### src/rtl/id_token_extractor_if.sv
// Character-stream input and token-record output of id_token_extractor.
// The character source and token consumer share this bundle; clk/reset stay outside.
interface id_token_extractor_if #(
   parameter int unsigned LEN_W = 5,
   parameter int unsigned CNT_W = 8
);
   logic [7:0]       char;
   logic             char_valid;
   logic             char_last;
   logic             char_ready;
   logic             tok_valid;
   logic             tok_ready;
   logic [CNT_W-1:0] tok_start;
   logic [LEN_W-1:0] tok_len;
   logic             tok_trunc;
   logic [CNT_W-1:0] id_count;

   modport master (
      output char, char_valid, char_last, tok_ready,
      input  char_ready, tok_valid, tok_start, tok_len, tok_trunc, id_count
   );

   modport slave (
      input  char, char_valid, char_last, tok_ready,
      output char_ready, tok_valid, tok_start, tok_len, tok_trunc, id_count
   );
endinterface

### src/rtl/id_token_extractor.sv
// Splits an ASCII stream into words and emits (start, len, trunc) for each identifier
// through a one-entry valid/ready buffer that backpressures the character source.
module id_token_extractor #(
   parameter int unsigned MAX_LEN = 16,
   parameter int unsigned LEN_W   = 5,
   parameter int unsigned CNT_W   = 8
)(
   input logic                 clk,
   input logic                 reset,
   id_token_extractor_if.slave bus
);
   typedef enum logic [1:0] {IDLE, IN_ID, SKIP} state_t;

   localparam logic [LEN_W-1:0] LP_MAX = LEN_W'(MAX_LEN);

   state_t           r_state, w_state_nxt;
   logic [CNT_W-1:0] r_pos, r_start, w_start_nxt;
   logic [LEN_W-1:0] r_len, w_len_nxt;
   logic             r_trunc, w_trunc_nxt;
   logic             w_emit;

   logic             r_tok_valid, r_tok_trunc;
   logic [CNT_W-1:0] r_tok_start, r_id_count;
   logic [LEN_W-1:0] r_tok_len;

   logic w_char_ready, w_accept, w_letter, w_digit, w_alnum;

   assign w_char_ready = ~r_tok_valid | bus.tok_ready;
   assign w_accept     = bus.char_valid & w_char_ready;
   assign w_letter     = (bus.char >= 8'd65 && bus.char <= 8'd90) ||
                         (bus.char >= 8'd97 && bus.char <= 8'd122);
   assign w_digit      = (bus.char >= 8'd48 && bus.char <= 8'd57);
   assign w_alnum      = w_letter | w_digit;

   always_comb begin
      w_state_nxt = r_state;
      w_start_nxt = r_start;
      w_len_nxt   = r_len;
      w_trunc_nxt = r_trunc;
      w_emit      = 1'b0;
      if (w_accept) begin
         case (r_state)
            IDLE: begin
               if (w_letter) begin
                  w_state_nxt = IN_ID;
                  w_start_nxt = r_pos;
                  w_len_nxt   = LEN_W'(1);
                  w_trunc_nxt = 1'b0;
               end else if (w_digit) begin
                  w_state_nxt = SKIP;
               end
            end
            IN_ID: begin
               if (w_alnum) begin
                  if (r_len == LP_MAX) w_trunc_nxt = 1'b1;
                  else                 w_len_nxt   = r_len + LEN_W'(1);
               end else begin
                  w_emit      = 1'b1;
                  w_state_nxt = IDLE;
               end
            end
            SKIP: begin
               if (!w_alnum) w_state_nxt = IDLE;
            end
            default: w_state_nxt = IDLE;
         endcase
         // The final character is classified first, so a trailing letter/digit joins the token.
         if (bus.char_last) begin
            if (w_state_nxt == IN_ID) w_emit = 1'b1;
            w_state_nxt = IDLE;
         end
      end
   end

   always_ff @(posedge clk) begin
      if (reset) begin
         r_state     <= IDLE;
         r_pos       <= '0;
         r_start     <= '0;
         r_len       <= '0;
         r_trunc     <= 1'b0;
         r_tok_valid <= 1'b0;
         r_tok_start <= '0;
         r_tok_len   <= '0;
         r_tok_trunc <= 1'b0;
         r_id_count  <= '0;
      end else begin
         if (w_accept) begin
            r_state <= w_state_nxt;
            r_start <= w_start_nxt;
            r_len   <= w_len_nxt;
            r_trunc <= w_trunc_nxt;
            r_pos   <= bus.char_last ? '0 : r_pos + CNT_W'(1);
         end
         if (w_emit) begin
            r_tok_valid <= 1'b1;
            r_tok_start <= w_start_nxt;
            r_tok_len   <= w_len_nxt;
            r_tok_trunc <= w_trunc_nxt;
            r_id_count  <= r_id_count + CNT_W'(1);
         end else if (r_tok_valid && bus.tok_ready) begin
            r_tok_valid <= 1'b0;
         end
      end
   end

   assign bus.char_ready = w_char_ready;
   assign bus.tok_valid  = r_tok_valid;
   assign bus.tok_start  = r_tok_start;
   assign bus.tok_len    = r_tok_len;
   assign bus.tok_trunc  = r_tok_trunc;
   assign bus.id_count   = r_id_count;
endmodule

### src/flat_wrapper.sv
// flat-port wrapper written by rule: the top's interface ports become plain ports
module id_token_extractor_flat 
#(
   parameter int unsigned MAX_LEN = 16,
   parameter int unsigned LEN_W   = 5,
   parameter int unsigned CNT_W   = 8
)
  (clk, reset, bus_char, bus_char_valid, bus_char_last, bus_tok_ready, bus_char_ready, bus_tok_valid, bus_tok_start, bus_tok_len, bus_tok_trunc, bus_id_count);
  id_token_extractor_if #(.LEN_W(LEN_W), .CNT_W(CNT_W)) bus_i ();
  input logic clk;
  input logic reset;
  input wire logic [$bits(bus_i.char)-1:0] bus_char;
  input wire logic [$bits(bus_i.char_valid)-1:0] bus_char_valid;
  input wire logic [$bits(bus_i.char_last)-1:0] bus_char_last;
  input wire logic [$bits(bus_i.tok_ready)-1:0] bus_tok_ready;
  output wire logic [$bits(bus_i.char_ready)-1:0] bus_char_ready;
  output wire logic [$bits(bus_i.tok_valid)-1:0] bus_tok_valid;
  output wire logic [$bits(bus_i.tok_start)-1:0] bus_tok_start;
  output wire logic [$bits(bus_i.tok_len)-1:0] bus_tok_len;
  output wire logic [$bits(bus_i.tok_trunc)-1:0] bus_tok_trunc;
  output wire logic [$bits(bus_i.id_count)-1:0] bus_id_count;
  assign bus_i.char = bus_char;
  assign bus_i.char_valid = bus_char_valid;
  assign bus_i.char_last = bus_char_last;
  assign bus_i.tok_ready = bus_tok_ready;
  assign bus_char_ready = bus_i.char_ready;
  assign bus_tok_valid = bus_i.tok_valid;
  assign bus_tok_start = bus_i.tok_start;
  assign bus_tok_len = bus_i.tok_len;
  assign bus_tok_trunc = bus_i.tok_trunc;
  assign bus_id_count = bus_i.id_count;
  id_token_extractor #(.MAX_LEN(MAX_LEN), .LEN_W(LEN_W), .CNT_W(CNT_W)) u_core (.clk(clk), .reset(reset), .bus(bus_i));
endmodule
### config.mk
export PLATFORM = sky130hd
export DESIGN_NAME = id_token_extractor_flat
export DESIGN_NICKNAME = d
export VERILOG_FILES = /design/src/rtl/id_token_extractor_if.sv /design/src/rtl/id_token_extractor.sv /design/src/flat_wrapper.sv
export SDC_FILE = /design/constraint.sdc
export NUM_CORES = 1
export LEC_CHECK = 0
export ABC_CLOCK_PERIOD_IN_PS = 8180
export CORE_MARGIN = 4
export CORE_UTILIZATION = 55
export DETAILED_ROUTE_END_ITERATION = 8
export PLACE_DENSITY = 0.8
export SETUP_SLACK_MARGIN = 0.02
export SYNTH_ARGS = -nofsm -noshare
export SYNTH_HDL_FRONTEND = slang
export SYNTH_SLANG_ARGS = --single-unit
### constraint.sdc
create_clock -name clk -period 8.18 [get_ports clk]
set_clock_uncertainty 0.1 [all_clocks]
set_input_delay 2.454 -clock clk [delete_from_list [all_inputs] [get_ports clk]]
set_output_delay 2.454 -clock clk [all_outputs]
set_load 0.005 [all_outputs]
==> impl_metrics.env <==
export IMPL_path_class="input port to primary output"
export IMPL_synth_cells=236
export IMPL_fp_dieW_microns=70.4
export IMPL_cellPowerDensity_nw_per_um2=163
export IMPL_place_area_sq_um=2550
export IMPL_firstDrtPassIters=4
export IMPL_min_delay_start="u_core.r_start[2]$_SDFFE_PP0P_"
export IMPL_synth_top_cell_area_share_pct=44.0
export IMPL_rows=22
export IMPL_fin_crit_ns=6.14
export IMPL_setup_viol=0
export IMPL_wirelength_microns=4330
export IMPL_fin_nets=291
export IMPL_grt_pass1_vias=1715
export IMPL_syn2layout_area_growth_pct=24.0
export IMPL_cts_buffers=5
export IMPL_crit_chain="clkdlybuf4s50_1 > nand2b_1 > clkdlybuf4s50_1"
export IMPL_coreArea_sq_um=3720
export IMPL_layout_drive_gt1_share_pct=7.35
export IMPL_route_vias_total=1818
export IMPL_hp_class="flip-flop to flip-flop"
export IMPL_diodes=0
export IMPL_synth_top_area_cell="dfxtp_1"
export IMPL_yosys_register_bits=47
export IMPL_status="finished, final reports clean"
export IMPL_drc=0
export IMPL_synthArstFlopShare_pct=0
export IMPL_crit_top_cell="clkdlybuf4s50_1"
export IMPL_synth_nets=256
export IMPL_cts_tree="built"
export IMPL_drtIter0Drc=100
export IMPL_crit_fanout=5
export IMPL_fin_area_sq_um=2650
export IMPL_rrSetupSlack_ns=5.68
export IMPL_relSlewSlack_pct=69.6
export IMPL_grtUsageTotal_pct=18.9
export IMPL_clock_latency_ns=0.29
export IMPL_post_synth_cell_area_avg_sq_um=9.07
export IMPL_cts_max_level=2
export IMPL_synth_flop_cell="dfxtp_1"
export IMPL_yosys_warnings=0
export IMPL_die_area_sq_um=4950
export IMPL_netlist_area_sq_um=2140
export IMPL_p_leak_nw=0.933
export IMPL_synth_area_leaders="dfxtp_1 44%, nor2_1 7.9%, mux2i_1 5.1%"
export IMPL_timing_fmax_mhz=163
export IMPL_crit_slowest_cell="clkdlybuf4s50_1"
export IMPL_ant_nets=0
export IMPL_worstRegToRegCells=8
export IMPL_whs_ns=0.398
export IMPL_numPortBuffers=36
export IMPL_cts_resized=0
export IMPL_rsz0062_at_grt="no"
export IMPL_whs_endpoint="u_core.r_start[2]$_SDFFE_PP0P_"
export IMPL_worst_hold_path_num_cells=2
export IMPL_start_util_pct=57.6
export IMPL_cts_buffer_depth=2
export IMPL_slew_violations=0
export IMPL_synth_edf_count=0
export IMPL_reg2reg_from="u_core.r_state[0]$_SDFFE_PP0P_"
export IMPL_dp_hpwl_microns=3010
export IMPL_min_period_over_period_pct=75.1
export IMPL_clkTransAtPathRegs_ns=0.08
export IMPL_clock_tree_root_cell="clkbuf_8"
export IMPL_end_kind="primary output"
export IMPL_grt_pass1_wl_microns=7710
export IMPL_globalplace_congestion=0.774
export IMPL_hold_viol=0
export IMPL_io_pins=37
export IMPL_cts_hold_buf=0
export IMPL_grt_max_degree=48
export IMPL_peakVddDrop_uv=126
export IMPL_worst_pin_slew_ns=0.456
export IMPL_seq_area_frac_synth_pct=44.0
export IMPL_antenna_found_initial=0
export IMPL_fp_dieH_microns=70.4
export IMPL_vias_per_cell=5.68
export IMPL_start_kind="input port"
export IMPL_wire_per_inst_microns=13.5
export IMPL_post_cts_setup_buffers=0
export IMPL_synth_cell_types=41
export IMPL_cp_arrival_ns=3.59
export IMPL_cpPeakStageDelay_ns=0.52
export IMPL_r2r_end="u_core.bus.id_count[4]$_SDFFE_PP0P_"
export IMPL_tns_ns=0
export IMPL_maxCapViolCount=0
export IMPL_clock_sinks=47
export IMPL_power_mw=0.433
export IMPL_cp_required_ns=5.63
export IMPL_grt_ovfl_total=0
cell usage in the layout, fill, tap and decap left out, types with 4 or more instances in the layout:
cell	count
nor2b_1	7
clkbuf_8	7
nor2_1	45
and4_1	4
nand2_1	10
a21oi_1	12
clkdlybuf4s50_1	36
mux2i_1	11
inv_1	7
xor2_1	4
a211oi_1	13
nand2b_1	4
nor3_1	5
nand4_1	9
ha_1	7
dfxtp_1	47
worst max path at each step:
stage                             start        endpoint  slack, ns
after global routing      bus_tok_ready  bus_char_ready       1.99
final                     bus_tok_ready  bus_char_ready       2.04
after floorplan           bus_tok_ready  bus_char_ready       3.00
after detailed placement  bus_tok_ready  bus_char_ready       2.04
after CTS                 bus_tok_ready  bus_char_ready       2.03
after global placement    bus_tok_ready  bus_char_ready       2.04
routing by layer:
metal / vias up / part of all wire [%] / GRT usage (%)
met3: 5 / 4.5 / 5.76
met5: - / 0 / 0
li1: 917 / - / -
met4: 0 / 1.1 / 6.81
met2: 32 / 47 / 29.9
met1: 864 / 47 / 24.2
cell usage after synthesis (all sizes together) (2+ instances only):
| library cell | number |
|---|---|
| dfxtp | 47 |
| nor4 | 2 |
| and4 | 4 |
| mux2i | 11 |
| nand4 | 9 |
| a32oi | 2 |
| a21o | 2 |
| nand3 | 2 |
| o21ai | 4 |
| nor2b | 7 |
| clkbuf | 7 |
| ha | 7 |
| mux2 | 3 |
| nor3 | 5 |
| nand2 | 10 |
| nand2b | 4 |
| nor2 | 45 |
| nand3b | 2 |
| o22ai | 4 |
| or3 | 2 |
| a31o | 4 |
| a211oi | 13 |
| xor2 | 4 |
| buf | 4 |
| and3 | 3 |
| inv | 7 |
| a21oi | 12 |
cells by family (layout without fill, tap and decap cells):
kind of cell | after synthesis | after routing | share of synthesized area, %
buffers and inverters | 18 | 54 | 3.63
and+or+nand+nor | 98 | 98 | 22.9
muxes | 14 | 14 | 6.73
adders and majority gates | 7 | 7 | 4.09
xor gates and xnor gates | 5 | 5 | 2.05
DFF | 47 | 47 | 44.0
AOI/OAI and AO/OA | 47 | 47 | 16.7
registers in the layout, summed over array words and instances, names as in the netlist:
name and flops:
u_core.bus.tok_trunc 1, u_core.bus.tok_start 8, u_core.r_state 2, u_core.r_start 8, u_core.bus.tok_valid 1, u_core.bus.tok_len 5
u_core.bus.id_count 8, u_core.r_pos 8, u_core.r_trunc 1, u_core.r_len 5
worst max-delay path: cells and delay by family:
family        cells  cell delay [ns]
simple gates      1             0.16
buf+inv           2             0.97
report_power, final:
group	switching, mW	leakage [nW]	total, mW	internal (mW)
clock network	0.0757	0.0505	0.153	0.0769
logic	0.0228	0.503	0.0445	0.0217
registers	0.00316	0.380	0.236	0.233
through the flow:
| stage | setup WS (ns) | utilization, % | instances |
|---|---|---|---|
| 2_1_floorplan | 3.00 | - | 236 |
| 3_3_place_gp | 2.04 | 68.6 | 312 |
| 3_5_place_dp | 2.04 | 68.6 | 312 |
| 4_1_cts | 2.03 | 71.4 | 320 |
| 5_1_grt | 1.99 | 71.4 | 320 |
| 6_report | 2.04 | 71.4 | 320 |
area by class of cell:
| class | instances | area [sq um] |
|---|---|---|
| clock buffer | 7 | 96.3 |
| clock inverter | 1 | 7.51 |
| fill | 321 | 1060 |
| inverter | 7 | 26.3 |
| multi-input combinational | 171 | 1140 |
| sequential | 47 | 941 |
| tap | 48 | 60.1 |
| timing repair buffer | 39 | 383 |
(Power assumes the default switching activity.)
